**config.mk**
```make
export PLATFORM = sky130hd
export DESIGN_NAME = mem_arbiter
export DESIGN_NICKNAME = d
export VERILOG_FILES = /design/src/rtl/mem_arb_pkg.sv /design/src/rtl/rr_arb2.sv /design/src/rtl/mem_arbiter.sv
export SDC_FILE = /design/constraint.sdc
export NUM_CORES = 1
export LEC_CHECK = 0
export CAP_MARGIN = 25
export CELL_PAD_IN_SITES_DETAIL_PLACEMENT = 0
export CELL_PAD_IN_SITES_GLOBAL_PLACEMENT = 1
export CORE_AREA = 2 2 204 106
export DETAILED_ROUTE_END_ITERATION = 16
export DIE_AREA = 0 0 206 108
export PLACE_DENSITY = 0.92
export RECOVER_POWER = 25
export REMOVE_ABC_BUFFERS = 1
export SYNTH_ARGS = -nofsm -noshare
export SYNTH_HDL_FRONTEND = slang
export SYNTH_SLANG_ARGS = --single-unit
export TNS_END_PERCENT = 5
```
**constraint.sdc**
```tcl
create_clock -name clk -period 1.8 [get_ports clk]
set_input_delay 0.27 -clock clk [delete_from_list [all_inputs] [get_ports clk]]
set_output_delay 0.27 -clock clk [all_outputs]
set_load 0.02 [all_outputs]
```
**src/rtl/mem_arb_pkg.sv**
```systemverilog
// Shared definitions for the two-port data-memory arbiter.
//   state_t   : FSM encoding (IDLE / ISSUE / RESP)
//   PORT_IF   : port 0, instruction fetch
//   PORT_LS   : port 1, load/store
//   is_legal  : word-aligned and inside the memory
package mem_arb_pkg;

  typedef enum logic [1:0] {
    IDLE  = 2'd0,
    ISSUE = 2'd1,
    RESP  = 2'd2
  } state_t;

  localparam logic PORT_IF = 1'b0;
  localparam logic PORT_LS = 1'b1;

  // A request is legal when it is word aligned and the whole word lies
  // inside the memory (last legal word address is mem_bytes-4).
  function automatic logic is_legal(input logic [63:0] addr,
                                    input logic [63:0] mem_bytes);
    return (addr[1:0] == 2'b00) && (mem_bytes >= 64'd4) &&
           (addr <= (mem_bytes - 64'd4));
  endfunction

endpackage

```
**src/rtl/rr_arb2.sv**
```systemverilog
// Two-way round-robin arbiter.
//   clk, rst_n : clock, synchronous active-low reset
//   req[1:0]   : request lines
//   update     : commit the current grant into the last-grant flop
//   gnt[1:0]   : one-hot grant (zero when nobody requests)
// On a tie the port that was not granted last wins. After reset port 0
// is favoured.
module rr_arb2 (
  input  logic       clk,
  input  logic       rst_n,
  input  logic [1:0] req,
  input  logic       update,
  output logic [1:0] gnt
);

  // 1 = port 1 was granted last, so port 0 wins the next tie.
  logic last_q;

  always_comb begin
    gnt = 2'b00;
    case (req)
      2'b01:   gnt = 2'b01;
      2'b10:   gnt = 2'b10;
      2'b11:   gnt = last_q ? 2'b01 : 2'b10;
      default: gnt = 2'b00;
    endcase
  end

  always_ff @(posedge clk) begin
    if (!rst_n) begin
      last_q <= 1'b1;
    end else if (update && (gnt != 2'b00)) begin
      last_q <= gnt[1];
    end
  end

endmodule

```
**src/rtl/mem_arbiter.sv**
```systemverilog
// Shares one single-port, byte-addressed, word-wide memory between an
// instruction-fetch port (p0) and a load/store port (p1).
//   clk, rst_n            : clock, synchronous active-low reset
//   pN_req/we/addr/wdata  : request from port N, held stable until pN_ack
//   pN_rdata/ack/err      : completion; ack is a one-cycle pulse, err marks
//                           a misaligned or out-of-range request
//   mem_addr/wdata        : memory address and write data (hold last value)
//   mem_ren/mem_wen       : memory strobes, high for the single issue cycle
//   mem_rdata             : registered memory read data
//   dbg_state             : current FSM state
// Handshake: a port raises req with we/addr/wdata and keeps all of them
// stable until it sees ack; the arbiter looks at them only while IDLE. If
// req is still high in the ack cycle it is taken as a new request at the
// next edge. Every access, legal or not, takes exactly three cycles.
module mem_arbiter
  import mem_arb_pkg::*;
#(
  parameter int DATA_W    = 32,
  parameter int ADDR_W    = 32,
  parameter int MEM_BYTES = 256
) (
  input  logic              clk,
  input  logic              rst_n,
  input  logic              p0_req,
  input  logic              p0_we,
  input  logic [ADDR_W-1:0] p0_addr,
  input  logic [DATA_W-1:0] p0_wdata,
  output logic [DATA_W-1:0] p0_rdata,
  output logic              p0_ack,
  output logic              p0_err,
  input  logic              p1_req,
  input  logic              p1_we,
  input  logic [ADDR_W-1:0] p1_addr,
  input  logic [DATA_W-1:0] p1_wdata,
  output logic [DATA_W-1:0] p1_rdata,
  output logic              p1_ack,
  output logic              p1_err,
  output logic [ADDR_W-1:0] mem_addr,
  output logic [DATA_W-1:0] mem_wdata,
  output logic              mem_ren,
  output logic              mem_wen,
  input  logic [DATA_W-1:0] mem_rdata,
  output logic [1:0]        dbg_state
);

  state_t state_q, state_d;

  logic [1:0]        gnt;
  logic              capture;   // IDLE and someone requests: latch winner
  logic              respond;   // RESP: memory data is valid, answer port
  logic              sel_ls;
  logic              sel_we;
  logic [ADDR_W-1:0] sel_addr;
  logic [DATA_W-1:0] sel_wdata;
  logic              sel_legal;

  logic              port_q;
  logic              we_q;
  logic              legal_q;
  logic [DATA_W-1:0] rsp_data;

  rr_arb2 u_arb (
    .clk    (clk),
    .rst_n  (rst_n),
    .req    ({p1_req, p0_req}),
    .update (capture),
    .gnt    (gnt)
  );

  assign sel_ls    = gnt[1];
  assign sel_we    = sel_ls ? p1_we    : p0_we;
  assign sel_addr  = sel_ls ? p1_addr  : p0_addr;
  assign sel_wdata = sel_ls ? p1_wdata : p0_wdata;
  assign sel_legal = is_legal(64'(sel_addr), 64'(MEM_BYTES));

  // Writes and rejected requests answer with zero data.
  assign rsp_data  = (legal_q && !we_q) ? mem_rdata : '0;

  assign dbg_state = state_q;

  always_ff @(posedge clk) begin
    if (!rst_n) begin
      state_q <= IDLE;
    end else begin
      state_q <= state_d;
    end
  end

  always_comb begin
    state_d = state_q;
    capture = 1'b0;
    respond = 1'b0;
    case (state_q)
      IDLE: begin
        if (gnt != 2'b00) begin
          capture = 1'b1;
          state_d = ISSUE;
        end
      end
      ISSUE: state_d = RESP;
      RESP: begin
        respond = 1'b1;
        state_d = IDLE;
      end
      default: state_d = IDLE;
    endcase
  end

  always_ff @(posedge clk) begin
    if (!rst_n) begin
      port_q    <= PORT_IF;
      we_q      <= 1'b0;
      legal_q   <= 1'b0;
      mem_addr  <= '0;
      mem_wdata <= '0;
      mem_ren   <= 1'b0;
      mem_wen   <= 1'b0;
      p0_rdata  <= '0;
      p0_ack    <= 1'b0;
      p0_err    <= 1'b0;
      p1_rdata  <= '0;
      p1_ack    <= 1'b0;
      p1_err    <= 1'b0;
    end else begin
      // Strobes and completion flags are single-cycle pulses.
      mem_ren <= 1'b0;
      mem_wen <= 1'b0;
      p0_ack  <= 1'b0;
      p0_err  <= 1'b0;
      p1_ack  <= 1'b0;
      p1_err  <= 1'b0;

      if (capture) begin
        port_q    <= sel_ls;
        we_q      <= sel_we;
        legal_q   <= sel_legal;
        mem_addr  <= sel_addr;
        mem_wdata <= sel_wdata;
        // An illegal request walks the same path with both strobes low,
        // so the memory never sees it.
        mem_ren   <= sel_legal && !sel_we;
        mem_wen   <= sel_legal && sel_we;
      end

      if (respond) begin
        if (port_q == PORT_IF) begin
          p0_rdata <= rsp_data;
          p0_ack   <= 1'b1;
          p0_err   <= !legal_q;
        end else begin
          p1_rdata <= rsp_data;
          p1_ack   <= 1'b1;
          p1_err   <= !legal_q;
        end
      end
    end
  end

endmodule

```
==> impl_summary.md <==
Layout
Once layout is done, the placed cells without fillers occupy 9690 µm². In the final layout, the multi-input gates occupy 2600 µm². The number of standard cells in the layout, taps in and fillers out is 1218.

The sequential cells in the finished layout cover a total of 2800 µm². The fraction of layout cells with a size suffix above 1 is 8.36%. The area growth from synthesis to layout is 72.3%. The number of antenna diodes is 0.

The fill cell instance count of the final layout is 1909. The net total in the final layout is 1098.

Power
After layout, the design draws a total of 8.23 mW. VDD sags by at most 0.000547 V. The analysis attributes to cell leakage a power of 3.49 nW. Power spread over the standard cell area amounts to 850 nW/µm².

Worst setup path
The count of buffer and inverter cells on the critical path is 1. STA puts the critical path data arrival time at 1.40 ns. In this run the worst path has a maximum fanout of 2. The worst setup path category is register to primary output. STA puts the critical path data required time at 1.53 ns. The master of the slowest instance on the critical path is clkdlybuf4s50_1.

The family of cells with the greatest summed delay on the critical path is buffers and inverters. The element type at the critical path end is a primary output. The largest single stage delay on the critical path is 0.65 ns.

STA classifies the critical path startpoint as a register. The worst reg-to-reg setup slack is 0.18 ns. Traced cell by cell, the critical path runs through clkdlybuf4s50_1.

Logic synthesis
After synthesis the cells add up to 5620 µm². After Yosys synthesis, XOR and XNOR cells account for 0% of the synthesized area. The dominant register cell in the synthesized netlist is dfxtp_1. The netlist uses 37 different library cells.

Of the total synthesized cell area, the portion taken by AND, OR, NAND and NOR gates is 18.4%. Counting flops and latches in the post-synthesis netlist gives 140. Synthesis produced a netlist whose cell count is 625. Counting flops with an async set or reset pin after synthesis yields a share of 0%. After Yosys synthesis, full adders, half adders and majority gates account for 0% of the synthesized area. During synthesis, Yosys emitted a total of 0 warnings. In this run, synthesis inferred 0 flip-flops with an integrated enable. The post-synthesis compound-gate area fraction is 16.7%. Measured against the total synthesized area, the mux share comes to 10.5%. By area, the combinational part of the netlist is dominated by simple AND/OR/NAND/NOR gates.

The sequential share of the synthesized area is 49.8%. The post-synthesis average cell area is 9.00 µm².

Global route
The first global-routing pass estimated 29.1 mm of wire. For this run, the total global-route usage over all layers was measured as 16.7%. The total congestion overflow is 0. The largest net degree at the start of global routing is 65. The via count of the first global-routing pass is 5586. The number of antenna violations at the first check in global routing is 0.

Placed design
The area after detailed placement is 9130 µm². The number of buffers added on ports is 301. The global placement routability congestion is 0.871. In this run, placement finished with an instance count of 1186. The worst-case setup slack after placement is -0.316 ns.

Summed over all nets, the half-perimeter wirelength after detailed placement is 14.2 mm.

Route
In this run, the number of DRC markers left after iteration 0 of detailed routing was 257. The final antenna-violating net count is 0. The overall routed net length is 19.0 mm. The routed via count is 5637.

In the routed layout, each cell is associated on average with a via count of 4.63. The routed length per instance is 15.6 µm. The first-pass iteration count of the detailed router is 4. For this run, design rule violations remaining after detail routing come to 0.

Floorplan
In this run the core area contains 37 standard-cell rows. During I/O placement, the number of pins put on the boundary was 302. The core region is 20300 µm². For this configuration, the core starts out at a cell density of 27.7%. The overall die area is 22200 µm². From bottom edge to top edge, the die measures 108 µm. The die is 206 µm wide.

Clock network
Clock tree synthesis inserted a total of 17 buffers. The buffers inserted during post-CTS setup optimization is 0. For this design, the sink count on the clock tree is 140.

The clock latency of the later-clocked register in the worst-skew pair is 0.41 ns. The clock passes through at most 2 buffers. After clock tree synthesis, the clock-pin slew on the worst setup and hold paths is 0.06 ns. The clock tree root driver cell is clkbuf_16. The CTS H-tree depth is 4. TritonCTS built the clock tree.

STA
The transition time at the pin with the least slew margin is 0.750 ns. The timing-limited maximum frequency is 0.598 GHz. The final critical path takes up 93.0% of the cycle. The number of hold violations in the final report was 0. The time the final worst path needs with I/O delays and setup is 1.67 ns.

The worst-case hold slack is 0.129 ns. The number of pins with negative max-slew slack in the final report was 0. Clock skew on the completed layout was measured at 0.00785 ns. Setup repair after global routing left no endpoint under its margin. The worst path setup slack after routing is 0.127 ns. The tightest slew margin relative to the limit is 50.0%. Setup violations remaining at the end of the flow were counted as 0.

Run
Across the run, the number of max-cap violations was 0.

Outcome
The run finished with clean final reports.

Hold path
The worst hold path belongs to the class primary input to register.
==> worst paths after layout <==
kind                               end                       from  cells past startpoint
min reg2reg   mem_addr[0]$_SDFFE_PN0P_   mem_addr[0]$_SDFFE_PN0P_                      2
min          u_arb.last_q$_SDFFE_PN1P_                      rst_n                      2
max                        mem_addr[8]   mem_addr[8]$_SDFFE_PN0P_                      1
max reg2reg  p1_rdata[13]$_SDFFE_PN0P_  dbg_state[0]$_SDFFE_PN0P_                      4
==> per-stage QoR <==
| step | TNS, ns | util, % |
|---|---|---|
| after floorplan | -178.13 | - |
| after global placement | -3.40 | 45.0 |
| after detailed placement | -5.44 | 45.0 |
| after CTS | 0 | 47.9 |
| after global routing | 0 | 47.8 |
| final | 0 | 47.8 |
==> layout by cell type, fill, tap and decap left out, drive strengths merged, types with 2 or more instances in the layout <==
master | synthesis | routed
clkbuf | 19 | 19
buf | 31 | 36
nand2 | 128 | 128
o21ai | 61 | 61
dfxtp | 140 | 140
and2 | 2 | 2
nor2b | 2 | 2
nor4 | 10 | 10
clkdlybuf4s50 | 0 | 298
a21oi | 2 | 2
clkinvlp | 0 | 3
inv | 1 | 9
a21boi | 65 | 65
a22o | 6 | 6
a21o | 7 | 7
dlygate4sd2 | 0 | 2
mux2i | 59 | 59
nand3 | 65 | 65
and3 | 2 | 2
nand2b | 2 | 2
nor2 | 11 | 11
clkinv | 0 | 3
nand4 | 3 | 3
==> synthesized netlist by cell type (2+ instances only) <==
cell type	instances	share of area [%]
nor4_1	10	1.1
mux2i_1	59	11
and3_1	2	0.22
nor2_1	10	0.67
nand4_1	3	0.33
a21o_1	7	0.93
a21oi_1	2	0.18
and2_1	2	0.22
dfxtp_1	140	50
buf_1	2	0.13
o21ai_1	58	5.2
buf_4	8	1.1
a21boi_1	35	4.7
buf_2	20	1.8
a22o_1	6	0.93
nand3_1	65	5.8
nand2b_1	2	0.22
nand2_1	127	8.5
clkbuf_1	19	1.3
o21ai_0	3	0.27
a21boi_0	29	3.9
==> layout make-up <==
type | count | area share (%)
Clock buffer | 17 | 4.39
Clock inverter | 15 | 1.59
Inverter | 1 | 0.0387
Multi-Input combinational cell | 434 | 26.8
Sequential cell | 140 | 28.9
Tap cell | 273 | 3.52
Timing Repair Buffer | 338 | 34.7
==> where the power goes <==
part	internal [mW]	switching, mW	total, mW
combinational	0.795	0.642	1.44
clock	1.95	1.50	3.45
sequential	3.25	0.0868	3.34
==> per-layer routing <==
| metal | wire (µm) | part of all wire (%) | vias up | track usage, % |
|---|---|---|---|---|
| met5 | 0 | 0 | - | 0 |
| met2 | 10200 | 54 | 133 | 31.4 |
| met1 | 7520 | 40 | 2697 | 18.4 |
| li1 | - | - | 2778 | - |
| met3 | 888 | 4.7 | 29 | 3.95 |
| met4 | 434 | 2.3 | 0 | 5.82 |
==> repair_timing <==
item / CTS / global route
gates resized for setup: 2 / 2
hold buffers: 0 / 0
pin swaps: 0 / 0
endpoints found under the setup margin: 2 / 2
==> sequential cells by signal (all words and copies together), names as in the netlist, 2 cells and up <==
name	cells
dbg_state	2
mem_addr	32
mem_wdata	32
p0_rdata	32
p1_rdata	32
==> cells by family after synthesis <==
logic type,after synthesis
flops,140
buf+inv,51
simple gates,231
mux,59
compound gates,144
Power figures use the tool's default switching activity.
